$ cat config.mk
export PLATFORM = sky130hd
export DESIGN_NAME = axi_bresp_demux
export DESIGN_NICKNAME = d
export VERILOG_FILES = /design/src/rtl/axi_bresp_demux.sv
export SDC_FILE = /design/constraint.sdc
export NUM_CORES = 1
export LEC_CHECK = 0
export BUFFER_PORTS_ARGS = -buffer_cell sky130_fd_sc_hd__buf_2
export CAP_MARGIN = 20
export CORE_ASPECT_RATIO = 0.9
export CORE_MARGIN = 2
export CORE_UTILIZATION = 50
export CTS_CLUSTER_SIZE = 30
export DETAILED_ROUTE_END_ITERATION = 10
export PLACE_DENSITY = 0.76
export SYNTH_ARGS = -nofsm -noshare
export SYNTH_HDL_FRONTEND = slang
export SYNTH_SLANG_ARGS = --single-unit
export TNS_END_PERCENT = 100
$ cat constraint.sdc
create_clock -name ACLK -period 3.01 [get_ports ACLK]
set_input_delay 0 -clock ACLK [delete_from_list [all_inputs] [get_ports ACLK]]
set_output_delay 0 -clock ACLK [all_outputs]
set_load 0.1 [all_outputs]
$ cat src/rtl/axi_bresp_demux.sv
// Write-response return path: steers the slave B channel to the master that owns the oldest outstanding AW.
// Latency: routing is combinational (0 cycles); an AW push becomes routable one cycle later.
// Backpressure: S_BREADY follows the selected master's BREADY; ord_full tells the AW arbiter to stop granting.
// Optional build macro DEMUX_STATUS_EN: enables sticky ovf_err / spur_err flops (tied to 0 otherwise).
module axi_bresp_demux #(
    parameter int DEPTH  = 4,
    parameter int RESP_W = 2
) (
    input  logic              ACLK,
    input  logic              ARESET,
    input  logic              aw_push,
    input  logic              aw_sel,
    output logic              ord_full,
    output logic              ord_empty,
    input  logic              S_BVALID,
    input  logic [RESP_W-1:0] S_BRESP,
    output logic              S_BREADY,
    output logic              M0_BVALID,
    output logic [RESP_W-1:0] M0_BRESP,
    input  logic              M0_BREADY,
    output logic              M1_BVALID,
    output logic [RESP_W-1:0] M1_BRESP,
    input  logic              M1_BREADY,
    output logic              ovf_err,
    output logic              spur_err
);
    localparam int PTR_W = $clog2(DEPTH);
    localparam logic [PTR_W:0]   CNT_FULL = (PTR_W+1)'(DEPTH);
    localparam logic [PTR_W:0]   CNT_ONE  = (PTR_W+1)'(1);
    localparam logic [PTR_W-1:0] PTR_ONE  = PTR_W'(1);

    logic [DEPTH-1:0] ord_mem;
    logic [PTR_W-1:0] wr_ptr;
    logic [PTR_W-1:0] rd_ptr;
    logic [PTR_W:0]   count;
    logic             head;
    logic             pop;
    logic             push_ok;

    assign ord_empty = (count == '0);
    assign ord_full  = (count == CNT_FULL);
    assign head      = ord_mem[rd_ptr];

    always_comb begin
        S_BREADY  = 1'b0;
        M0_BVALID = 1'b0;
        M1_BVALID = 1'b0;
        M0_BRESP  = '0;
        M1_BRESP  = '0;
        if (!ord_empty) begin
            if (head) begin
                M1_BVALID = S_BVALID;
                M1_BRESP  = S_BRESP;
                S_BREADY  = M1_BREADY;
            end else begin
                M0_BVALID = S_BVALID;
                M0_BRESP  = S_BRESP;
                S_BREADY  = M0_BREADY;
            end
        end
    end

    assign pop     = S_BVALID & S_BREADY;
    // A full FIFO still accepts a push when the head leaves in the same cycle.
    assign push_ok = aw_push & (~ord_full | pop);

    always_ff @(posedge ACLK) begin
        if (ARESET) begin
            wr_ptr <= '0;
            rd_ptr <= '0;
            count  <= '0;
        end else begin
            if (push_ok) wr_ptr <= wr_ptr + PTR_ONE;
            if (pop)     rd_ptr <= rd_ptr + PTR_ONE;
            case ({push_ok, pop})
                2'b10:   count <= count + CNT_ONE;
                2'b01:   count <= count - CNT_ONE;
                default: count <= count;
            endcase
        end
    end

    // Storage needs no reset: entries are only read while count > 0.
    always_ff @(posedge ACLK) begin
        if (!ARESET && push_ok) ord_mem[wr_ptr] <= aw_sel;
    end

`ifdef DEMUX_STATUS_EN
    logic ovf_q;
    logic spur_q;

    always_ff @(posedge ACLK) begin
        if (ARESET) begin
            ovf_q  <= 1'b0;
            spur_q <= 1'b0;
        end else begin
            if (aw_push && !push_ok)   ovf_q  <= 1'b1;
            if (S_BVALID && ord_empty) spur_q <= 1'b1;
        end
    end

    assign ovf_err  = ovf_q;
    assign spur_err = spur_q;
`else
    assign ovf_err  = 1'b0;
    assign spur_err = 1'b0;
`endif

endmodule

## Word-level counts from Yosys, hierarchy flattened

Cells that the tools add are included.

| word-level totals | value |
|---|---|
| register bits after elaboration | 11 |
| logic and storage cells | 39 |
| bits of input ports | 9 |

| operators by class | value |
|---|---|
| reduce and logical (&&, ||, !) cells | 5 |
| bitwise logic cells | 4 |
| add/subtract/negate cells | 4 |
| magnitude comparators | 3 |
| multiplexer cells | 16 |
| equal/unequal tests | 3 |

Operators with widths:

| kind | number |
|---|---|
| $mux 1 | 8 |
| $mux 2 | 4 |
| $lt 2x3->1 const B | 2 |
| $pmux 3 s2 | 1 |
| $add 2x1->2 const B | 2 |
| $bwmux 4 | 1 |
| $add 3x1->3 const B | 1 |
| $eq 3x3->1 const B | 1 |
| $logic_not 3->1 | 1 |
| $sub 3x1->3 const B | 1 |
| $and 1x1->1 | 2 |
| $bmux 1 s2 | 1 |
| $demux 1 s2 | 1 |
| $eq 2x1->1 const B | 1 |
| $eq 2x2->1 const B | 1 |
| $ge 2x1->1 const B | 1 |
| $logic_and 1x1->1 | 2 |
| $reduce_bool 2->1 | 1 |
| $logic_not 1->1 | 1 |
| $not 1->1 | 1 |
| $or 1x1->1 | 1 |

## Longest topological paths before layout

Gate-level depths: netlist of run 1.

| logic depth | value |
|---|---|
| depth after elaboration | 9 |
| mapped depth | 8 |
| gate-level depth less buffers | 7 |

## Worst setup path before layout of run 1

OpenSTA, ideal clock, no wires.

| timing path | value |
|---|---|
| kind | reg2out |
| start | reg count[0] |
| end | out S_BREADY |
| arrival time | 2491 ps |
| cell stages (with the launch flop) | 5 |
| data required time | 3010 ps |
| buffers on the path | 1 |
| slack | 519 ps |
| path through | dfxtp_1 -> or3_1 -> clkbuf_1 -> inv_1 -> nor2_1 |

| between the ends | value |
|---|---|
| cells in the longest elaborated chain, start to end | 2 |

Ends and longest elaborated chain:

| element | line | source |
|---|---|---|
| start, declared | 35 | `logic [PTR_W:0] count;` |
| start signal, assigned | 76 | `2'b10: count <= count + CNT_ONE;` |
| start signal, assigned | 77 | `2'b01: count <= count - CNT_ONE;` |
| start signal, assigned | 78 | `default: count <= count;` |
| $logic_not 3->1 | 40 | `assign ord_empty = (count == '0);` |
| via ord_empty | 14 | `output logic ord_empty,` |
| $mux 1 | 50 | `if (!ord_empty) begin` |
| end, declared | 17 | `output logic S_BREADY,` |

The timed path passes the listed nets, and every way through them passes these cells.

## Worst setup path in the final report of run 1

| timing path | value |
|---|---|
| start | reg rd_ptr[0] |
| end | reg count[2] |

| between the ends | value |
|---|---|
| cells in the longest elaborated chain, start to end | 9 |

Ends and longest elaborated chain:

| element | line | source |
|---|---|---|
| start, declared | 34 | `logic [PTR_W-1:0] rd_ptr;` |
| start signal, assigned | 74 | `if (pop) rd_ptr <= rd_ptr + PTR_ONE;` |
| $bmux 1 s2 * | 42 | `assign head = ord_mem[rd_ptr];` |
| $mux 1 (not written as such) * | 42 |  |
| $mux 1 * | 51 | `if (head) begin` |
| $mux 1 * | 50 |  |
| $and 1x1->1 * | 63 | `assign pop = S_BVALID & S_BREADY;` |
| $or 1x1->1 | 65 | `assign push_ok = aw_push & (~ord_full \| pop);` |
| $and 1x1->1 | 65 |  |
| $eq 2x1->1 or $eq 2x2->1 (tied branches) | 75 | `case ({push_ok, pop})` |
| $pmux 3 s2 or $reduce_bool 2->1 (tied branches) | n/a |  |

Mark *: on every way between the ends. The rest lies on a longest branch, timed or not. The select of a mux whose other input is x is not followed.
A chain may end at the register's enable or synchronous reset.

==> impl_summary.md, run 1 <==
Power
The areal power density over the cells is ~630 mW/mm². VDD sags by at most 0.000344 V. The analysis attributes to cell leakage a power of between 0.3 and 0.4 nW.

Clocking
The clock buffer count from CTS is 3. The H-tree level count is 1. The clock passes through at most 2 buffers. TritonCTS built the clock tree.

The root buffer cell is clkbuf_4. The clock transition at the register clock pins on the worst setup and hold paths after CTS is 0.08 ns. Clock tree synthesis found a total of 11 sinks. The clock latency of the later-clocked register in the worst-skew pair is 0.27 ns.

Detailed routing
The final routed wire length divided by cell count is 11.9 µm. The routed layout has 609 vias. In this run the remaining antenna-violating nets after routing total 0. In the routed design, unresolved DRC markers number 0. The number of vias per cell after detailed routing is 5.39. The violation count after the first detailed-routing iteration is 14. The number of search-and-repair iterations in the first detailed-routing pass is 4. The final layout contains routed wiring with a total length of 1340 µm.

Placement
The placed instances occupy a cell area of 836 µm². At the end of routability-driven placement, the weighted congestion stood at 0.745. Summed over all nets, the half-perimeter wirelength after detailed placement is 1020 µm.

Input and output buffers added on the ports amount to 17.

GRT
The number of global-route vias before repair came to 521. For this run, the total global-route usage over all layers was measured as 16.9%. The global-route wire length before repair is 2150 µm. Entering global routing, the biggest net connects 17 pins.

The initial antenna violation count came to 0. For this run the aggregate overflow at the end of global routing stands at 0.

Synth
Synthesis produced 80 cells. The main combinational cell family by area after synthesis is simple AND/OR/NAND/NOR gates. Summing the areas of all compound-gate instances in the mapped netlist gives 8.37% of the synthesized area. Summed over all instances, the cell type with the most area after synthesis is dfxtp_1.

For this run, the number of Yosys warnings is 0. The post-synthesis area per instance is 9.52 µm². The number of synthesized register bits is 11.

The main flop type after synthesis is dfxtp_1. After Yosys synthesis, and, or, nand and nor cells account for 23.6% of the synthesized area. The top cell type by area accounts for 18.4% of the synthesized area. The synthesized netlist occupies a cell area of 762 µm². The share of async-settable or async-resettable flops after synthesis is 0%. The xor-xnor portion of the synthesized cell area is 1.15%.

After synthesis, flip-flops and latches occupy about a third of the total area. The synthesized-area fraction occupied by adder cells is 9.20%. The count of flip-flops with a built-in enable after synthesis is 4. The multiplexer share of the synthesized area is 15.1%. The count of distinct cell types in the synthesized netlist is 29. After synthesis, the cell types taking the most area are dfxtp_1 (18%), edfxtp_1 (16%), ha_1 (6.6%), mux2i_1 (5.3%), nor3b_1 (4.9%). The commonest cells after synthesis are dfxtp_1 (7), inv_1 (7), nor2_1 (7).

Timing
The worst setup skew after layout is 0.00229 ns. Setup repair after global routing left no endpoint under its margin. The maximum clock frequency is 397 MHz. The number of hold-slack violations in the final timing report was 0.

The number of setup violations in the final report is 0. The minimum clock period after layout is 2.52 ns. The share of the clock period used by the worst path after layout is 83.7%. The number of slew-limit violations in the final report is 0. In the final timing run, aggregate negative setup slack is 0 ns.

Finish
The final antenna diode count is 0. The ratio of cells with drive above 1 in the final layout is 31.6%. At the end of the flow, the number of nets in the layout was between 100 and 150. The layout overhead on the synthesized area is 14.6%.

After routing the design area is 873 µm². The final cell utilization of the core is 61.0%.

Floorplan
From bottom edge to top edge, the die measures 41.0 µm. The starting utilization of the core area is 53.2%. The area of the die is 0.00185 mm². The region available for standard cell placement spans 0.00143 mm². The floorplan has 13 rows. The number of top-level design ports is 20. Measured along the x axis, the die boundary spans ~45 µm.

Worst hold path
The worst hold path belongs to the class in -> reg.

Critical path
The setup path with the least slack is of type reg -> reg. By instance count, the cell type seen most on the critical path is mux2i_1. Traced cell by cell, the critical path runs through mux4_2 -> mux2i_1 -> nand2b_1 -> fa_1 -> nor3b_1 -> mux2i_1 -> mux2_1. The critical path's largest stage delay is 0.63 ns.

The peak fanout along the critical path is 9. The endpoint required time on the critical path is 3.18 ns. The slowest stage cell on the critical path is mux4_2. STA classifies the critical path endpoint as a flop. The data arrival at the endpoint of the critical path is between 2 and 3 ns.

STA classifies the critical path startpoint as a flop.

Job
Across the run, the number of max-cap violations was 0.

Status
The flow ran to the end, and the final reports show no timing, DRC or antenna violations.
[per-stage QoR]
stage | hold WS [ns] | total power [mW] | cells | setup WS [ns]
after global placement | 0.220 | 0.447 | 108 | 0.601
after detailed placement | 0.218 | 0.452 | 108 | 0.501
after CTS | 0.0732 | 0.556 | 113 | 0.491
after floorplan | 0.0989 | 0.418 | 81 | 0.519
after global routing | 0.104 | 0.579 | 113 | 0.264
final | 0.0709 | 0.553 | 113 | 0.491
[metal layers]
layer | wire (µm) | vias to the layer above | part of all wire, % | global-route usage (%)
met5 | 0 | - | 0 | 0
met4 | 14 | 0 | 1.0 | 8.82
met3 | 118 | 3 | 8.8 | 4.41
met2 | 584 | 25 | 43 | 28.2
met1 | 626 | 272 | 47 | 20.4
li1 | - | 309 | - | -
[final timing paths]
check        depth (start not counted)  slack, ns        end      start
max                                  7       0.49   count[2]  rd_ptr[0]
min                                  2       0.07  rd_ptr[0]     ARESET
max reg2reg                          7       0.49   count[2]  rd_ptr[0]
min reg2reg                          2       0.50  rd_ptr[0]  rd_ptr[0]
[critical path: cells and delay by family, from the launching register on]
kind,cells,cell delay [ns]
mux,4,1.34
fa+ha+maj,1,0.39
simple gates,2,0.31
flops,1,0.38
[report_power, final]
part	internal, mW	leakage [nW]	switching, mW
registers	0.167	0.0937	0.0136
clock network	0.0493	0.0177	0.0546
logic	0.0635	0.289	0.204
total	0.280	0.400	0.273
[logic make-up (layout without fill, tap and decap cells)]
group	Yosys count	after routing
compound gates	9	9
xor+xnor	1	1
fa+ha+maj	5	5
buf+inv	12	29
flops	11	11
mux	9	9
other cells	1	2
simple gates	32	32
[sequential cells by signal, indices dropped and copies added, names as in the netlist]
name and flops:
ord_mem 4, rd_ptr 2, count 3, wr_ptr 2
[final cells by class]
type                    count  area (µm²)
clock buffers               3        22.5
inverters                   7        26.3
multi-input cells          58         445
clock inverters             1        5.00
repair buffers             18        95.1
well taps                  15        18.8
fillers                   136         558
flip-flops and latches     11         260
[cell usage in the layout (no fill, tap or decap), types with 3 or more instances in the layout]
master / instances
clkbuf_4: 3
inv_1: 7
buf_2: 17
and3_2: 3
nor2_1: 7
nand2_1: 6
edfxtp_1: 4
nor3b_1: 5
dfxtp_1: 7
nand2b_1: 4
ha_1: 4
mux2i_1: 4
[repair_timing]
action,4_1_cts,5_1_grt
buffers inserted,0,0
hold endpoints to repair,4,0
hold buffers,1,0
resized for setup,0,0
No activity file was read; power rests on OpenSTA's default activity.
==> inputs of run 2 (changes only) <==
--- a/config.mk
+++ b/config.mk
@@ -5,14 +5,15 @@
 export SDC_FILE = /design/constraint.sdc
 export NUM_CORES = 1
 export LEC_CHECK = 0
+export ABC_AREA = 1
 export BUFFER_PORTS_ARGS = -buffer_cell sky130_fd_sc_hd__buf_2
 export CAP_MARGIN = 20
 export CORE_ASPECT_RATIO = 0.9
 export CORE_MARGIN = 2
-export CORE_UTILIZATION = 50
+export CORE_UTILIZATION = 45
 export CTS_CLUSTER_SIZE = 30
 export DETAILED_ROUTE_END_ITERATION = 10
-export PLACE_DENSITY = 0.76
+export PLACE_DENSITY = 0.72
 export SYNTH_ARGS = -nofsm -noshare
 export SYNTH_HDL_FRONTEND = slang
 export SYNTH_SLANG_ARGS = --single-unit
==> constraint.sdc (replaced) <==
create_clock -name ACLK -period 2.26 [get_ports ACLK]
set_input_delay 0 -clock ACLK [delete_from_list [all_inputs] [get_ports ACLK]]
set_output_delay 0 -clock ACLK [all_outputs]
set_load 0.1 [all_outputs]
==> impl_summary.md, run 2 <==
Status
The flow ran to the end, and the final reports show no timing, DRC or antenna violations.

GRT
Global routing finished with a remaining overflow of 0. Entering global routing, the biggest net connects 8 pins. The busiest layer in global routing is met2. The global routing usage summed across all routing layers is 15.3%.

The number of global-route vias before repair was 574. The global-route wire length before repair is about 2200 µm. The initial antenna violation count is 0.

Global routing used between 10% and 20% of the available met1 tracks. For this run, global-route usage on met2 was measured as 25.7%. Global routing used about 2.6% of the available met3 tracks.

Floorplan
The overall die height is 43.0 µm. For this configuration, the core starts out at a cell density of 46.8%. The width of the die is between 40 and 50 µm. In this run the core area contains 14 standard-cell rows. The core box area is roughly 0.0016 mm². The floorplan step defined a die boundary enclosing 0.00204 mm².

20 I/O pins were placed.

Synth
By count the netlist is led by inv_1 (17), nand2_1 (14), dfxtp_1 (7), nand3_1 (7). Synthesis produced a netlist whose cell count is 95. The post-synthesis area per instance is around 8.0 µm². The number of warning messages in the yosys log is 0.

The most used flip-flop cell after synthesis is dfxtp_1. The share of async-settable or async-resettable flops after synthesis is 0%. In the post-synthesis netlist, the cell with the most instances is inv_1. Sorting the synthesized cells by area gives the leading types as dfxtp_1 (18%), edfxtp_1 (16%), inv_1 (8.4%), nand2_1 (6.9%), ha_1 (6.6%). dfxtp_1 takes more of the synthesized area than any other cell.

The count of flip-flops with a built-in enable after synthesis is 4. The synthesized netlist contains 25 unique library cells. The area of the mapped netlist is between 700 and 800 µm².

In this run, synthesis produced a sequential element count of 11. The sequential-to-total area share from yosys stat is 34.2%. The synthesized design devotes to its leading area cell type around 18% of total area.

Finish
Relative to the synthesized area, the layout overhead comes to 21.8%. The combined flip-flop and latch cell area is between 200 and 300 µm². The top cell types in the final layout, fill and taps aside, are inv_1 (17), buf_2 (17), nand2_1 (14). The number of flip-flops under the largest register name is 4. After the last flow step, the layout net total stands at ~130. Fill cells in the final layout number 151. The largest registers in the layout are ord_mem (4), count (3).

Ranked by flip-flop count, first place goes to ord_mem. 0 antenna diodes ended up in the layout. The multi-input combinational cells in the finished layout cover a total of roughly 430 µm².

Of the cells placed in the final design, the portion with a size suffix greater than 1 is 32.5%.

Timing
The number of slew-limit violations in the final report is 0. The number of setup violations in the final report is 0. The worst hold slack across all endpoints is between 0.07 and 0.08 ns. Once routing completed, OpenROAD measured the worst setup slack at 0.344 ns. After routing, the total negative slack on setup checks comes to 0 ns.

Setup repair after global routing left no endpoint under its margin. The minimum clock period after layout is 1.92 ns. The worst setup skew after layout is 0.00394 ns. The share of the clock period used by the worst path after layout is 84.8%. Derived from the worst setup path, the maximum achievable clock frequency is 522 MHz. The number of hold-slack violations in the final timing report is 0.

Clocking
Clock latency on the worst-skew pair, taken at its later pin, is 0.27 ns. The clock buffer count from CTS is 3. The TritonCTS clock tree is done. In this run the number of H-tree levels came out at 1. The root buffer cell is clkbuf_4. Counting along the longest clock path gives a buffer depth of 2. Clock-pin slew was measured on the worst setup and hold paths at 0.07 ns. The number of sinks handled by clock tree synthesis is 11. After clock tree synthesis, the setup repair step added 0 buffers.

Worst hold path
The depth of the worst hold-timing path is 3. The min-delay analysis places its worst path in the category in -> reg.

Critical path
Among all stages on the critical path, the largest delay is contributed by fa_2. By instance count, the cell type seen most on the critical path is nand2_2. The startpoint-to-endpoint class of the critical path is reg -> reg. The type of destination of the critical path is a flop.

STA classifies the critical path startpoint as a flop. Walking the worst path, the cells encountered are nand2_1 -> nand3_2 -> nand2_2 -> nand2_2 -> nand3_4 -> inv_2 -> nand2_4 -> fa_2 -> a21boi_1 -> nor2_1. The number of cells on the worst reg-to-reg path is 10. The critical path's largest stage delay is around 0.52 ns.

For the worst setup path, the data required time is 2.43 ns. The data arrival at the endpoint of the critical path is 2.08 ns. The peak fanout along the critical path is 6.

Power
The areal power density over the cells is 849 mW/mm². Overall power consumption after layout is estimated at 0.788 mW. The leakage component of the power is 0.452 nW. The worst-case IR drop observed on VDD is 0.000449 V.

Detailed routing
The first TritonRoute pass finished after 4 iterations. The remaining number of nets flagged by the antenna check after routing is 0. The total wirelength of the detailed-routed design is between 1000 and 1500 µm. The detailed router finished its first iteration with 6 violations. For this run, design rule violations remaining after detail routing come to 0.

In the final routed layout, each cell accounts on average for 9.96 µm. The routed layout has about 660 vias. In the routed layout, each cell is associated on average with a via count of between 4 and 5.

Placement
The congestion estimate from routability-driven global placement came to 0.731. The count of buffers added on input and output ports is 17. Once detailed placement completed, the half-perimeter wirelength came to about 1100 µm. The worst slack at placement is 0.355 ns.

Job
Across the run, the number of max-cap violations was 0.
[run 2: path summary, 6_finish.rpt]
| kind | to | start | slack, ns |
|---|---|---|---|
| worst max-delay path | count[1] | rd_ptr[0] | 0.34 |
| worst min-delay path | wr_ptr[0] | aw_push | 0.07 |
| worst max register to register | count[1] | rd_ptr[0] | 0.34 |
| worst min register to register | rd_ptr[0] | rd_ptr[0] | 0.50 |
[run 2: what timing repair did]
action                    in CTS  in global routing
hold buffers                   2                  0
hold endpoints to repair       6                  0
resized for setup              0                  0
[run 2: final cells by class]
cell class	instances	share of cell area, %
sequential	11	28.2
clock buffer	3	2.43
clock inverter	1	0.539
inverter	19	7.68
timing repair buffer	19	11.3
multi-input combinational	64	46.6
tap	24	3.23
[run 2: power by group]
part	total [mW]	internal, mW	switching, mW
combinational	0.408	0.0845	0.323
sequential	0.245	0.223	0.0213
clock	0.135	0.0656	0.0698
[run 2: per-stage QoR]
stage                     utilization, %  std cells  cell area (µm²)
after global routing                57.0        141              928
after global placement              54.1        135              881
after CTS                           57.0        141              928
final                               57.0        141              928
after floorplan                        -         96              781
after detailed placement            54.1        135              881
[run 2: metal layers]
metal	vias up	wire [µm]	part of all wire (%)
met5	-	0	0
met4	0	24	1.7
met1	286	630	45
met3	4	86	6.1
li1	347	-	-
met2	20	663	47
[run 2: kinds of logic after synthesis]
family / after synthesis / synth area share (%)
AO/OA/AOI/OAI: 8 / 5.58
buffers and inverters: 21 / 11.3
other: 1 / 0.492
adder cells (fa/ha/maj): 5 / 9.20
flip-flops: 11 / 34.2
AND/OR/NAND/NOR: 49 / 39.2
[run 2: worst max-delay path: cells and delay by family (launching register included)]
family / cells / cell delay (ns)
and+or+nand+nor: 7 / 0.63
AOI/OAI and AO/OA: 1 / 0.16
DFF: 1 / 0.38
buffers and inverters: 1 / 0.10
adders and majority gates: 1 / 0.52
